$ cat src/rtl/apb_master_arb_if.sv
// ---------------------------------------------------------------------------
// apb_master_arb_if
//   Bundles the two requester command/response channels and the APB bus of
//   apb_master_arb.
//   master modport : view of the arbiter (drives gnt/done/rdata/err and the
//                    APB control signals; receives requests, pready, prdata).
//   slave modport  : view of the environment (requesters plus APB slave).
// ---------------------------------------------------------------------------
interface apb_master_arb_if #(
  parameter int ADDR_WIDTH = 12,
  parameter int DATA_WIDTH = 32
);
  // requester 0
  logic                  r0_req;
  logic                  r0_write;
  logic [ADDR_WIDTH-1:0] r0_addr;
  logic [DATA_WIDTH-1:0] r0_wdata;
  logic                  r0_gnt;
  logic                  r0_done;
  logic [DATA_WIDTH-1:0] r0_rdata;
  logic                  r0_err;
  // requester 1
  logic                  r1_req;
  logic                  r1_write;
  logic [ADDR_WIDTH-1:0] r1_addr;
  logic [DATA_WIDTH-1:0] r1_wdata;
  logic                  r1_gnt;
  logic                  r1_done;
  logic [DATA_WIDTH-1:0] r1_rdata;
  logic                  r1_err;
  // APB bus
  logic                  psel;
  logic                  penable;
  logic                  pwrite;
  logic [ADDR_WIDTH-1:0] paddr;
  logic [DATA_WIDTH-1:0] pwdata;
  logic                  pready;
  logic [DATA_WIDTH-1:0] prdata;

  modport master (
    input  r0_req, r0_write, r0_addr, r0_wdata,
    input  r1_req, r1_write, r1_addr, r1_wdata,
    output r0_gnt, r0_done, r0_rdata, r0_err,
    output r1_gnt, r1_done, r1_rdata, r1_err,
    output psel, penable, pwrite, paddr, pwdata,
    input  pready, prdata
  );

  modport slave (
    output r0_req, r0_write, r0_addr, r0_wdata,
    output r1_req, r1_write, r1_addr, r1_wdata,
    input  r0_gnt, r0_done, r0_rdata, r0_err,
    input  r1_gnt, r1_done, r1_rdata, r1_err,
    input  psel, penable, pwrite, paddr, pwdata,
    output pready, prdata
  );
endinterface

$ cat src/rtl/apb_master_arb.sv
// ---------------------------------------------------------------------------
// apb_master_arb
//   Two-requester APB master. Requests are arbitrated round-robin and the
//   winning command is run through the IDLE/SETUP/ACCESS APB sequence. The
//   owner gets a one-cycle done pulse with read data and an error flag. A
//   wait-state counter aborts a transfer whose slave never raises pready.
//   Ports:
//     pclk    : clock
//     presetn : asynchronous active-low reset
//     bus     : requester channels and APB bus (master modport)
// ---------------------------------------------------------------------------
module apb_master_arb #(
  parameter int ADDR_WIDTH = 12,
  parameter int DATA_WIDTH = 32,
  parameter int TIMEOUT    = 16   // max ACCESS cycles; 0 disables the abort
) (
  input  logic               pclk,
  input  logic               presetn,
  apb_master_arb_if.master   bus
);

  localparam bit TO_EN = (TIMEOUT != 0);
  localparam int CNT_W = TO_EN ? $clog2(TIMEOUT + 1) : 1;
  localparam logic [CNT_W-1:0] CNT_LAST = CNT_W'(TO_EN ? TIMEOUT - 1 : 0);

  typedef enum logic [1:0] {
    ST_IDLE,
    ST_SETUP,
    ST_ACCESS
  } state_e;

  state_e                state_q,   state_d;
  logic [CNT_W-1:0]      cnt_q,     cnt_d;
  logic                  last_q,    last_d;
  logic                  owner_q,   owner_d;
  logic                  psel_q,    psel_d;
  logic                  penable_q, penable_d;
  logic                  pwrite_q,  pwrite_d;
  logic [ADDR_WIDTH-1:0] paddr_q,   paddr_d;
  logic [DATA_WIDTH-1:0] pwdata_q,  pwdata_d;
  logic                  done0_q,   done0_d;
  logic                  done1_q,   done1_d;
  logic                  err0_q,    err0_d;
  logic                  err1_q,    err1_d;
  logic [DATA_WIDTH-1:0] rdata0_q,  rdata0_d;
  logic [DATA_WIDTH-1:0] rdata1_q,  rdata1_d;

  // Arbitration
  logic                  access_ok;
  logic                  access_abort;
  logic                  grant;
  logic                  winner;
  logic [DATA_WIDTH-1:0] xfer_rdata;

  always_comb begin
    access_ok    = (state_q == ST_ACCESS) && bus.pready;
    access_abort = (state_q == ST_ACCESS) && !bus.pready && TO_EN && (cnt_q == CNT_LAST);
    // Both requesting: the one that did not go last wins. last_q resets to 1
    // so requester 0 wins the first tie.
    winner       = (bus.r0_req && bus.r1_req) ? ~last_q : bus.r1_req;
    // Gated by presetn so no grant is visible while the block is held in reset.
    grant        = presetn && (bus.r0_req || bus.r1_req) &&
                   ((state_q == ST_IDLE) || access_ok);
    xfer_rdata   = pwrite_q ? '0 : bus.prdata;
  end

  assign bus.r0_gnt = grant && !winner;
  assign bus.r1_gnt = grant &&  winner;

  // Next state and outputs
  always_comb begin
    // NOTE: every signal written here gets a default first, so no path can
    // leave one unassigned and infer a latch.
    state_d  = state_q;
    cnt_d    = cnt_q;
    last_d   = last_q;
    owner_d  = owner_q;
    pwrite_d = pwrite_q;
    paddr_d  = paddr_q;
    pwdata_d = pwdata_q;
    done0_d  = 1'b0;
    done1_d  = 1'b0;
    err0_d   = 1'b0;
    err1_d   = 1'b0;
    rdata0_d = '0;
    rdata1_d = '0;

    unique case (state_q)
      ST_IDLE: begin
        if (grant) state_d = ST_SETUP;
      end
      ST_SETUP: begin
        state_d = ST_ACCESS;
        cnt_d   = '0;
      end
      ST_ACCESS: begin
        if (bus.pready) begin
          // pready has priority over a timeout landing on the same cycle.
          if (owner_q) begin
            done1_d  = 1'b1;
            rdata1_d = xfer_rdata;
          end else begin
            done0_d  = 1'b1;
            rdata0_d = xfer_rdata;
          end
          state_d = grant ? ST_SETUP : ST_IDLE;
        end else if (access_abort) begin
          if (owner_q) begin
            done1_d = 1'b1;
            err1_d  = 1'b1;
          end else begin
            done0_d = 1'b1;
            err0_d  = 1'b1;
          end
          state_d = ST_IDLE;
        end else begin
          cnt_d = cnt_q + CNT_W'(1);
        end
      end
      default: state_d = ST_IDLE;
    endcase

    // Latch the winner's command at any arbitration point.
    if (grant) begin
      owner_d  = winner;
      last_d   = winner;
      pwrite_d = winner ? bus.r1_write : bus.r0_write;
      paddr_d  = winner ? bus.r1_addr  : bus.r0_addr;
      pwdata_d = winner ? bus.r1_wdata : bus.r0_wdata;
    end

    // APB control follows the state being entered, so it is registered.
    psel_d    = (state_d != ST_IDLE);
    penable_d = (state_d == ST_ACCESS);
  end

  // NOTE: state registers use non-blocking assignments so every flop samples
  // the pre-edge values, independent of statement order.
  always_ff @(posedge pclk or negedge presetn) begin
    if (!presetn) begin
      state_q   <= ST_IDLE;
      cnt_q     <= '0;
      last_q    <= 1'b1;
      owner_q   <= 1'b0;
      psel_q    <= 1'b0;
      penable_q <= 1'b0;
      pwrite_q  <= 1'b0;
      paddr_q   <= '0;
      pwdata_q  <= '0;
      done0_q   <= 1'b0;
      done1_q   <= 1'b0;
      err0_q    <= 1'b0;
      err1_q    <= 1'b0;
      rdata0_q  <= '0;
      rdata1_q  <= '0;
    end else begin
      state_q   <= state_d;
      cnt_q     <= cnt_d;
      last_q    <= last_d;
      owner_q   <= owner_d;
      psel_q    <= psel_d;
      penable_q <= penable_d;
      pwrite_q  <= pwrite_d;
      paddr_q   <= paddr_d;
      pwdata_q  <= pwdata_d;
      done0_q   <= done0_d;
      done1_q   <= done1_d;
      err0_q    <= err0_d;
      err1_q    <= err1_d;
      rdata0_q  <= rdata0_d;
      rdata1_q  <= rdata1_d;
    end
  end

  assign bus.psel     = psel_q;
  assign bus.penable  = penable_q;
  assign bus.pwrite   = pwrite_q;
  assign bus.paddr    = paddr_q;
  assign bus.pwdata   = pwdata_q;
  assign bus.r0_done  = done0_q;
  assign bus.r1_done  = done1_q;
  assign bus.r0_err   = err0_q;
  assign bus.r1_err   = err1_q;
  assign bus.r0_rdata = rdata0_q;
  assign bus.r1_rdata = rdata1_q;

endmodule

$ cat src/flat_wrapper.sv
// flat-port wrapper written by rule: the top's interface ports become plain ports
module apb_master_arb_flat 
#(
  parameter int ADDR_WIDTH = 12,
  parameter int DATA_WIDTH = 32,
  parameter int TIMEOUT    = 16                                             
)
  (pclk, presetn, bus_r0_req, bus_r0_write, bus_r0_addr, bus_r0_wdata, bus_r1_req, bus_r1_write, bus_r1_addr, bus_r1_wdata, bus_r0_gnt, bus_r0_done, bus_r0_rdata, bus_r0_err, bus_r1_gnt, bus_r1_done, bus_r1_rdata, bus_r1_err, bus_psel, bus_penable, bus_pwrite, bus_paddr, bus_pwdata, bus_pready, bus_prdata);
  apb_master_arb_if #(.ADDR_WIDTH(ADDR_WIDTH), .DATA_WIDTH(DATA_WIDTH)) bus_i ();
  input  logic pclk;
  input  logic presetn;
  input wire logic [$bits(bus_i.r0_req)-1:0] bus_r0_req;
  input wire logic [$bits(bus_i.r0_write)-1:0] bus_r0_write;
  input wire logic [$bits(bus_i.r0_addr)-1:0] bus_r0_addr;
  input wire logic [$bits(bus_i.r0_wdata)-1:0] bus_r0_wdata;
  input wire logic [$bits(bus_i.r1_req)-1:0] bus_r1_req;
  input wire logic [$bits(bus_i.r1_write)-1:0] bus_r1_write;
  input wire logic [$bits(bus_i.r1_addr)-1:0] bus_r1_addr;
  input wire logic [$bits(bus_i.r1_wdata)-1:0] bus_r1_wdata;
  output wire logic [$bits(bus_i.r0_gnt)-1:0] bus_r0_gnt;
  output wire logic [$bits(bus_i.r0_done)-1:0] bus_r0_done;
  output wire logic [$bits(bus_i.r0_rdata)-1:0] bus_r0_rdata;
  output wire logic [$bits(bus_i.r0_err)-1:0] bus_r0_err;
  output wire logic [$bits(bus_i.r1_gnt)-1:0] bus_r1_gnt;
  output wire logic [$bits(bus_i.r1_done)-1:0] bus_r1_done;
  output wire logic [$bits(bus_i.r1_rdata)-1:0] bus_r1_rdata;
  output wire logic [$bits(bus_i.r1_err)-1:0] bus_r1_err;
  output wire logic [$bits(bus_i.psel)-1:0] bus_psel;
  output wire logic [$bits(bus_i.penable)-1:0] bus_penable;
  output wire logic [$bits(bus_i.pwrite)-1:0] bus_pwrite;
  output wire logic [$bits(bus_i.paddr)-1:0] bus_paddr;
  output wire logic [$bits(bus_i.pwdata)-1:0] bus_pwdata;
  input wire logic [$bits(bus_i.pready)-1:0] bus_pready;
  input wire logic [$bits(bus_i.prdata)-1:0] bus_prdata;
  assign bus_i.r0_req = bus_r0_req;
  assign bus_i.r0_write = bus_r0_write;
  assign bus_i.r0_addr = bus_r0_addr;
  assign bus_i.r0_wdata = bus_r0_wdata;
  assign bus_i.r1_req = bus_r1_req;
  assign bus_i.r1_write = bus_r1_write;
  assign bus_i.r1_addr = bus_r1_addr;
  assign bus_i.r1_wdata = bus_r1_wdata;
  assign bus_r0_gnt = bus_i.r0_gnt;
  assign bus_r0_done = bus_i.r0_done;
  assign bus_r0_rdata = bus_i.r0_rdata;
  assign bus_r0_err = bus_i.r0_err;
  assign bus_r1_gnt = bus_i.r1_gnt;
  assign bus_r1_done = bus_i.r1_done;
  assign bus_r1_rdata = bus_i.r1_rdata;
  assign bus_r1_err = bus_i.r1_err;
  assign bus_psel = bus_i.psel;
  assign bus_penable = bus_i.penable;
  assign bus_pwrite = bus_i.pwrite;
  assign bus_paddr = bus_i.paddr;
  assign bus_pwdata = bus_i.pwdata;
  assign bus_i.pready = bus_pready;
  assign bus_i.prdata = bus_prdata;
  apb_master_arb #(.ADDR_WIDTH(ADDR_WIDTH), .DATA_WIDTH(DATA_WIDTH), .TIMEOUT(TIMEOUT)) u_core (.pclk(pclk), .presetn(presetn), .bus(bus_i));
endmodule
$ cat config.mk
export PLATFORM = sky130hd
export DESIGN_NAME = apb_master_arb_flat
export DESIGN_NICKNAME = d
export VERILOG_FILES = /design/src/rtl/apb_master_arb_if.sv /design/src/rtl/apb_master_arb.sv /design/src/flat_wrapper.sv
export SDC_FILE = /design/constraint.sdc
export NUM_CORES = 1
export LEC_CHECK = 0
export CELL_PAD_IN_SITES_DETAIL_PLACEMENT = 0
export CELL_PAD_IN_SITES_GLOBAL_PLACEMENT = 1
export CORE_MARGIN = 4
export CORE_UTILIZATION = 33
export CTS_BUF_LIST = sky130_fd_sc_hd__clkbuf_8
export CTS_CLUSTER_SIZE = 24
export DETAILED_ROUTE_END_ITERATION = 16
export PLACE_DENSITY_LB_ADDON = 0.05
export SETUP_SLACK_MARGIN = 0.5
export SYNTH_ARGS = -nofsm -noshare
export SYNTH_HDL_FRONTEND = slang
export SYNTH_SLANG_ARGS = --single-unit
$ cat constraint.sdc
create_clock -name pclk -period 2.3 [get_ports pclk]
set_input_delay 0.46 -clock pclk [delete_from_list [all_inputs] [get_ports pclk]]
set_output_delay 0.46 -clock pclk [all_outputs]
set_load 0.02 [all_outputs]
# Word level (Yosys, flattened, before mapping)
# Cells that the tools add are included.
# Widths: inputs -> output; s select.
# word_totals
latch_bits	0
romBits	0
mem_bits_rw	0
n_memories	0
wordCells	70
regBits	124
# op_classes
div	0
n_lt_le_gt_ge	0
reduce_logical	16
eq_ne	6
mux	31
multipliers	0
shift	0
n_bitwise	1
addsub	1
# ops
cell	n
$mux 32	8
$mux 1	15
$mux 12	1
$mux 5	2
$pmux 5 s2	1
$logic_and 1x1->1	8
$mux 2	3
$pmux 2 s3	1
$add 5x1->5 const B	1
$eq 5x4->1 const B	1
$eq 2x2->1 const B	2
$ne 2x2->1 const B	2
$reduce_bool 2->1	2
$reduce_and 3->1	1
$eq 2x1->1 const B	1
$logic_not 1->1	2
$logic_not 2->1	1
$logic_or 1x1->1	2
$not 1->1	1

# Longest topological paths before layout
# Gate-level depths: netlist (run 1).
# logic_depth
depth_word	8
mapped_depth	6
ltp_nobuf	6

# Least setup slack after synthesis (run 1)
# OpenSTA, ideal clock, no wires.
# synth_timing
path_kind	input-to-output
from	in presetn
to	out bus_r0_gnt
stages	5
path_slack_ps	444
arrival_ps	1396
cell_sequence	nor2b_1 -> o221a_1 -> buf_6 -> buf_6 -> nor2b_1
# synth_via
elab_chain_cells	3
# synth_lines
item	line	rtl
start: declaration	flat_wrapper.sv:11	input logic presetn;
$logic_and 1x1->1 (2 in a row)	apb_master_arb.sv:62	grant = presetn && (bus.r0_req || bus.r1_req) &&
$logic_and 1x1->1	apb_master_arb.sv:67	assign bus.r0_gnt = grant && !winner;
end: declaration	flat_wrapper.sv:20	output wire logic [$bits(bus_i.r0_gnt)-1:0] bus_r0_gnt;
# No other way between the ends.

# Final worst setup path (run 1)
# layout_timing
from	reg u_core.state_q[0]
to	out bus_r0_gnt
# layout_via
elab_chain_cells	5
elab_cells_between_ends	6
cone_classes	eq/ne: 1; reduce/logical: 5
# layout_lines
item	line	rtl
start: declaration	apb_master_arb.sv:32	state_e state_q, state_d;
start signal: assignment	apb_master_arb.sv:157	state_q <= state_d;
$eq 2x2->1	apb_master_arb.sv:56	access_ok = (state_q == ST_ACCESS) && bus.pready;
$logic_and 1x1->1	apb_master_arb.sv:56	
$logic_or 1x1->1 (*)	apb_master_arb.sv:63	((state_q == ST_IDLE) || access_ok);
$logic_and 1x1->1 (*)	apb_master_arb.sv:62	
$logic_and 1x1->1 (*)	apb_master_arb.sv:67	
# Every way passes the cells marked *; elsewhere a longest branch is shown, timed or not.

==> flow_metrics.tcl, run 1 <==
set metrics [dict create \
    fp.dieH_um 133 \
    root_buffer "clkbuf_8" \
    initial_core_util_pct 33.9 \
    ir_drop_v 0.000387 \
    grt_pass1_wl_um 22400 \
    drive_gt1_share_pct 25.2 \
    yosys-top-cells-area "dfrtp_1 59%, mux2_4 13%, mux2_2 10%, and2_1 8.0%, buf_12 1.5%" \
    fin_util_pct 54.5 \
    period_share_pct 80.1 \
    crit_start "u_core.state_q[0]" \
    hold_violations 0 \
    rsz0062_at_grt "yes" \
    dp_cells 793 \
    crit_end "bus_r0_gnt" \
    clk_path_buf_depth 2 \
    drt_pass1_iterations 4 \
    ys_seq_area_share_pct 59.9 \
    arrival_ns 1.38 \
    fmax_mhz 543 \
    reg2reg_slack_ns 0.58 \
    preCtsSetupSlack_ns -0.118 \
    yosys.area.top_type "dfrtp_1" \
    synth_warnings 0 \
    fin_crit_ns 1.84 \
    path_max_fanout 3 \
    die_x_um 133 \
    endpoint_kind "output port" \
    core_region_area_um2 15300 \
    cts_tree "built" \
    start_kind "register" \
    synth_cells 344 \
    wl_per_cell_um 17.8 \
    postRouteAntennaNets 0 \
    clock_skew_ns 0.00899 \
    hpwl_um 10400 \
    max-slew-margin-rel_pct 47.9 \
    slowest_stage "dfrtp_1" \
    leakagePower_nw 4.13 \
    yosys-top-cells-count "123 x dfrtp_1, 66 x and2_1, 48 x mux2_2, 46 x mux2_4, 7 x nor2_1" \
    finalSetupViolCount 0 \
    gp_congestion 0.742 \
    synth.net_count 473 \
    synth.most_common_cell "dfrtp_1" \
    cpPeakStageDelay_ns 0.38 \
    outcome "complete, no violations" \
    pin_count 244 \
    vias 3652 \
    hold_class "input pin to async pin" \
    post_drt_via_cell_ratio 4.40 \
    nNetsFinal 735 \
    final_cells 830 \
    yosys_most_used_dff "dfrtp_1" \
    fin_setup_tns_ns 0 \
    clk_pin_slew_ns 0.07 \
    required_ns 1.84 \
    yosys_register_bits 124 \
    synth.top_cell.area_share_pct 59.4 \
    clkLatencyLatePin_ns 0.42 \
    maxCapViolations 0 \
    power.density_nw_per_um2 844 \
    synthArstFlopShare_pct 100 \
    worstMarginPinSlew_ns 0.781 \
    r2r_cells 6 \
    drt_iter0_drc 127 \
    grt_pass1_vias 3906 \
    r2r_start "u_core.cnt_q[0]" \
    dieArea_um2 17800 \
    report.final.slew_viol_count 0 \
    overflow 0 \
    cts.sinks 124 \
    routed_wl_um 14800 \
    synth.distinct_cells 35 \
    num_antenna_cells 0 \
    grt_max_degree 65 \
    setup_ws_ns 0.459 \
    path_buf_inv 1 \
    p_total_mw 7.05 \
    crit_chain "nor2b_1 -> o221a_4 -> nor2b_4 -> buf_6" \
    h-tree-depth 4 \
    antenna_found_initial 0 \
    cp.depth 4 \
    synth_edf_count 0 \
    synthToLayoutAreaGrowth_pct 61.0 \
    row_count 45 \
    grt_usage_pct 16.3 \
    syn_area_um2 5180 \
    critPathTopFamily "flip-flops" \
    r2r-end "u_core.cnt_q[2]" \
    syn-mean-instance-area_um2 15.1 \
    cts_buffers 17 \
    criticalPathCategory "register to output port" \
    drc 0 \
    port_buffers 243 \
]
-- kinds of logic after synthesis --
kind of cell	share of synthesized area (%)
mux	23.7
flops	59.9
buf+inv	3.43
fa+ha+maj	0.483
compound gates	1.91
simple gates	10.6
-- cell type report --
type                       instances  area [µm²]
inverter                           4        17.5
clock inverter                    13         223
tap                              211         264
sequential                       124        3110
multi-input combinational        198        1960
timing repair buffer             261        2520
fill                            1354        6970
clock buffer                      19         262
-- state kept, by name (all words and copies together) (netlist names) --
name / count
u_core.bus.r1_rdata: 32
u_core.last_q: 1
u_core.bus.r0_rdata: 32
u_core.bus.psel: 1
u_core.bus.r0_err: 1
u_core.bus.r1_err: 1
u_core.owner_q: 1
u_core.bus.r0_done: 1
u_core.bus.pwdata: 32
u_core.bus.paddr: 12
u_core.state_q: 2
u_core.bus.penable: 1
u_core.cnt_q: 5
u_core.bus.r1_done: 1
u_core.bus.pwrite: 1
-- through the flow --
| stage | area, µm² | hold slack, ns |
|---|---|---|
| floorplan | 5190 | 0.164 |
| global placement | 7890 | 0.493 |
| detailed placement | 7890 | 0.490 |
| CTS | 8270 | 0.241 |
| global route | 8350 | 0.281 |
| finish | 8350 | 0.252 |
-- where the power goes --
| group | switching [mW] | internal (mW) |
|---|---|---|
| clock | 0.845 | 1.45 |
| sequential | 0.174 | 2.52 |
| combinational | 0.956 | 1.10 |
| total | 1.97 | 5.07 |
-- worst min path at each step --
| stage | from | to | slack, ns | cells past startpoint |
|---|---|---|---|---|
| 3_5_place_dp | u_core.bus.pwdata[29] | u_core.bus.pwdata[29] | 0.49 | 1 |
| 5_1_grt | presetn | u_core.bus.r1_rdata[24] | 0.28 | 2 |
| 2_1_floorplan | presetn | u_core.bus.paddr[0] | 0.16 | 0 |
| 4_1_cts | presetn | u_core.bus.pwdata[29] | 0.24 | 2 |
| 3_3_place_gp | u_core.bus.pwdata[8] | u_core.bus.pwdata[8] | 0.49 | 1 |
| 6_report | presetn | u_core.cnt_q[4] | 0.25 | 2 |
-- repair_timing --
item / CTS / global route
hold buffers: 0 / 0
setup endpoints to repair: 166 / 109
gates resized for setup: 137 / 4
pin swaps: 2 / 1
setup buffers: 2 / 1
cloned: 0 / 2
-- cells in the final DEF (no fill, tap or decap), types with 2 or more instances in the layout --
| master | count |
|---|---|
| clkdlybuf4s50_1 | 122 |
| dfrtp_1 | 122 |
| dlygate4sd2_1 | 118 |
| and2_1 | 65 |
| mux2_2 | 48 |
| mux2_4 | 46 |
| clkbuf_8 | 19 |
| buf_4 | 12 |
| inv_1 | 6 |
| bufinv_16 | 6 |
| nor2_1 | 5 |
| nor2_2 | 3 |
| nor4_1 | 3 |
| o2bb2ai_1 | 3 |
| clkinv_4 | 3 |
| buf_6 | 3 |
| buf_12 | 3 |
| and3_1 | 2 |
| nand2b_1 | 2 |
| a21oi_1 | 2 |
| clkbuf_16 | 2 |
-- metal layers --
layer	vias to the layer above	wire length [µm]	track usage, %
met1	1779	6440	20.7
met2	160	6800	25.5
met4	0	261	6.17
met5	-	0	0
met3	19	1290	6.16
li1	1694	-	-
Note: power is estimated with default switching activity, not from simulation.
==> run 2: changes to the inputs <==
==> constraint.sdc (replaced) <==
create_clock -name pclk -period 1.75 [get_ports pclk]
set_input_delay 0.35 -clock pclk [delete_from_list [all_inputs] [get_ports pclk]]
set_output_delay 0.35 -clock pclk [all_outputs]
set_load 0.02 [all_outputs]
==> run 2 against run 1 <==
  * Cell area increased by 17%
  * Register-to-register slack lost 0.58 ns
  * Clock power up 25%
  * Critical path type unchanged
  * Via count is 10% higher
  * Largest cell class is now non-clock buffers
  * Worst setup slack worse by 0.48 ns
  * The run now ends with setup timing left
  * Utilization is 9.4 points higher
  * Sequential power is 35% higher
==> flow_metrics.tcl, run 2 (same netlist as run 1, synthesis figures left out) <==
set metrics [dict create \
    setup_ws_ns -0.0250 \
    period_share_pct 101 \
    num_antenna_cells 0 \
    fp.dieH_um 133 \
    grt_pass1_wl_um 24500 \
    power.density_nw_per_um2 1060 \
    fin_hold_ws_ns 0.0846 \
    maxCapViolations 0 \
    drive_gt1_share_pct 61.6 \
    path_common_cell "buf_6" \
    post_drt_via_cell_ratio 4.45 \
    required_ns 1.40 \
    p_total_mw 10.4 \
    nNetsFinal 808 \
    path_buf_inv 2 \
    hpwl_um 10400 \
    clk_path_buf_depth 2 \
    criticalPathCategory "register to output port" \
    vias 4019 \
    pin_count 244 \
    cts.sinks 124 \
    path_max_fanout 4 \
    ir_drop_v 0.000697 \
    fin_util_pct 63.9 \
    endpoint_kind "output port" \
    preCtsSetupSlack_ns -0.471 \
    cts_tree "built" \
    slowest_stage "dfstp_2" \
    clkLatencyLatePin_ns 0.44 \
    failed_checks "setup timing" \
    h-tree-depth 4 \
    gp_congestion 0.756 \
    grt_usage_pct 17.9 \
    drt_iter0_drc 72 \
    fin_crit_ns 1.77 \
    outcome "finished, violations left" \
    row_count 45 \
    initial_core_util_pct 33.9 \
    fin_setup_tns_ns -0.0250 \
    start_kind "register" \
    grt_max_degree 86 \
    rsz0062_at_grt "yes" \
    worstMarginPinSlew_ns 1.06 \
    drc 0 \
    die_x_um 133 \
    cts_buffers 17 \
    overflow 0 \
    critPathTopFamily "flip-flops" \
    arrival_ns 1.42 \
    leakagePower_nw 4.62 \
    layout_commonest_cell "buf_6" \
    clk_pin_slew_ns 0.08 \
    report.final.slew_viol_count 0 \
    hold_class "input pin to async pin" \
    finalSetupViolCount 2 \
    max-slew-margin-rel_pct 29.1 \
    routed_wl_um 16700 \
    postRouteAntennaNets 0 \
    core_region_area_um2 15300 \
    drt_pass1_iterations 4 \
    root_buffer "clkbuf_8" \
    clock_skew_ns 0.00940 \
    crit_chain "a21boi_4 -> buf_6 -> nor2b_4 -> buf_6" \
    layout_common_cells "130 x buf_6, 123 x clkdlybuf4s50_1, 123 x dfrtp_1, 65 x and2_4, 58 x mux2_4" \
    grt_pass1_vias 4320 \
    synthToLayoutAreaGrowth_pct 88.8 \
    cpPeakStageDelay_ns 0.58 \
    hold_violations 0 \
    dieArea_um2 17800 \
    port_buffers 243 \
    wl_per_cell_um 18.5 \
    antenna_found_initial 0 \
    fmax_mhz 563 \
]
-- run 2: changes by cell type in the layout (fill, tap and decap cells not counted), sizes merged --
cell	delta
dlymetal6s2s	+1
clkdlybuf4s50	+1
dlygate4sd2	-117
buf	+185
clkinvlp	+2
bufinv	-2
inv	+1
clkbuf	+2
-- run 2: layer usage --
layer	vias to the layer above	wire length, µm	global-route usage [%]
met5	-	0	0
met4	0	342	6.86
met3	24	1440	7.59
met2	170	8390	29.7
met1	1982	6500	20.6
li1	1843	-	-
-- run 2: cell type report --
class	instances	area, µm²
fillers	1194	5530
repair buffers	334	3680
flip-flops and latches	124	3100
multi-input cells	198	2270
well taps	211	264
clock buffers	18	248
clock inverters	14	206
inverters	4	18.8
-- run 2: what timing repair did --
item | 4_1_cts | 5_1_grt
buffers inserted | 40 | 19
hold buffers | 0 | 0
hold endpoints to repair | 0 | 0
cloned | 5 | 6
pin swaps | 22 | 5
gates resized for setup | 804 | 32
setup endpoints to repair | 240 | 240
-- run 2: stage by stage --
step,std cells,area (µm²)
global placement,801,8000
global route,903,9790
finish,903,9790
floorplan,344,5270
CTS,878,9350
detailed placement,801,8000
-- run 2: path summary, 6_finish.rpt --
path / from / end / slack, ns / depth (start not counted)
worst min-delay path: presetn / u_core.bus.pwdata[22] / 0.08 / 3
min in group pclk: bus_prdata[29] / u_core.bus.r0_rdata[29] / 0.49 / 2
worst max register to register: u_core.last_q / u_core.bus.pwdata[17] / 0 / 6
worst max-delay path: u_core.last_q / bus_r0_gnt / -0.02 / 4
worst min register to register: u_core.cnt_q[4] / u_core.cnt_q[4] / 0.52 / 1
max in group asynchronous: presetn / u_core.bus.r0_rdata[13] / 0.76 / 3
-- run 2: tightest hold or removal path: cells and delay by family --
| family | cells | cell delay, ns |
|---|---|---|
| buf+inv | 3 | 0.62 |
-- run 2: power breakdown --
| part | internal, mW | total (mW) | switching (mW) |
|---|---|---|---|
| Combinational | 2.42 | 3.89 | 1.47 |
| Sequential | 3.31 | 3.64 | 0.323 |
| Clock | 1.62 | 2.88 | 1.25 |
| Total | 7.36 | 10.4 | 3.05 |
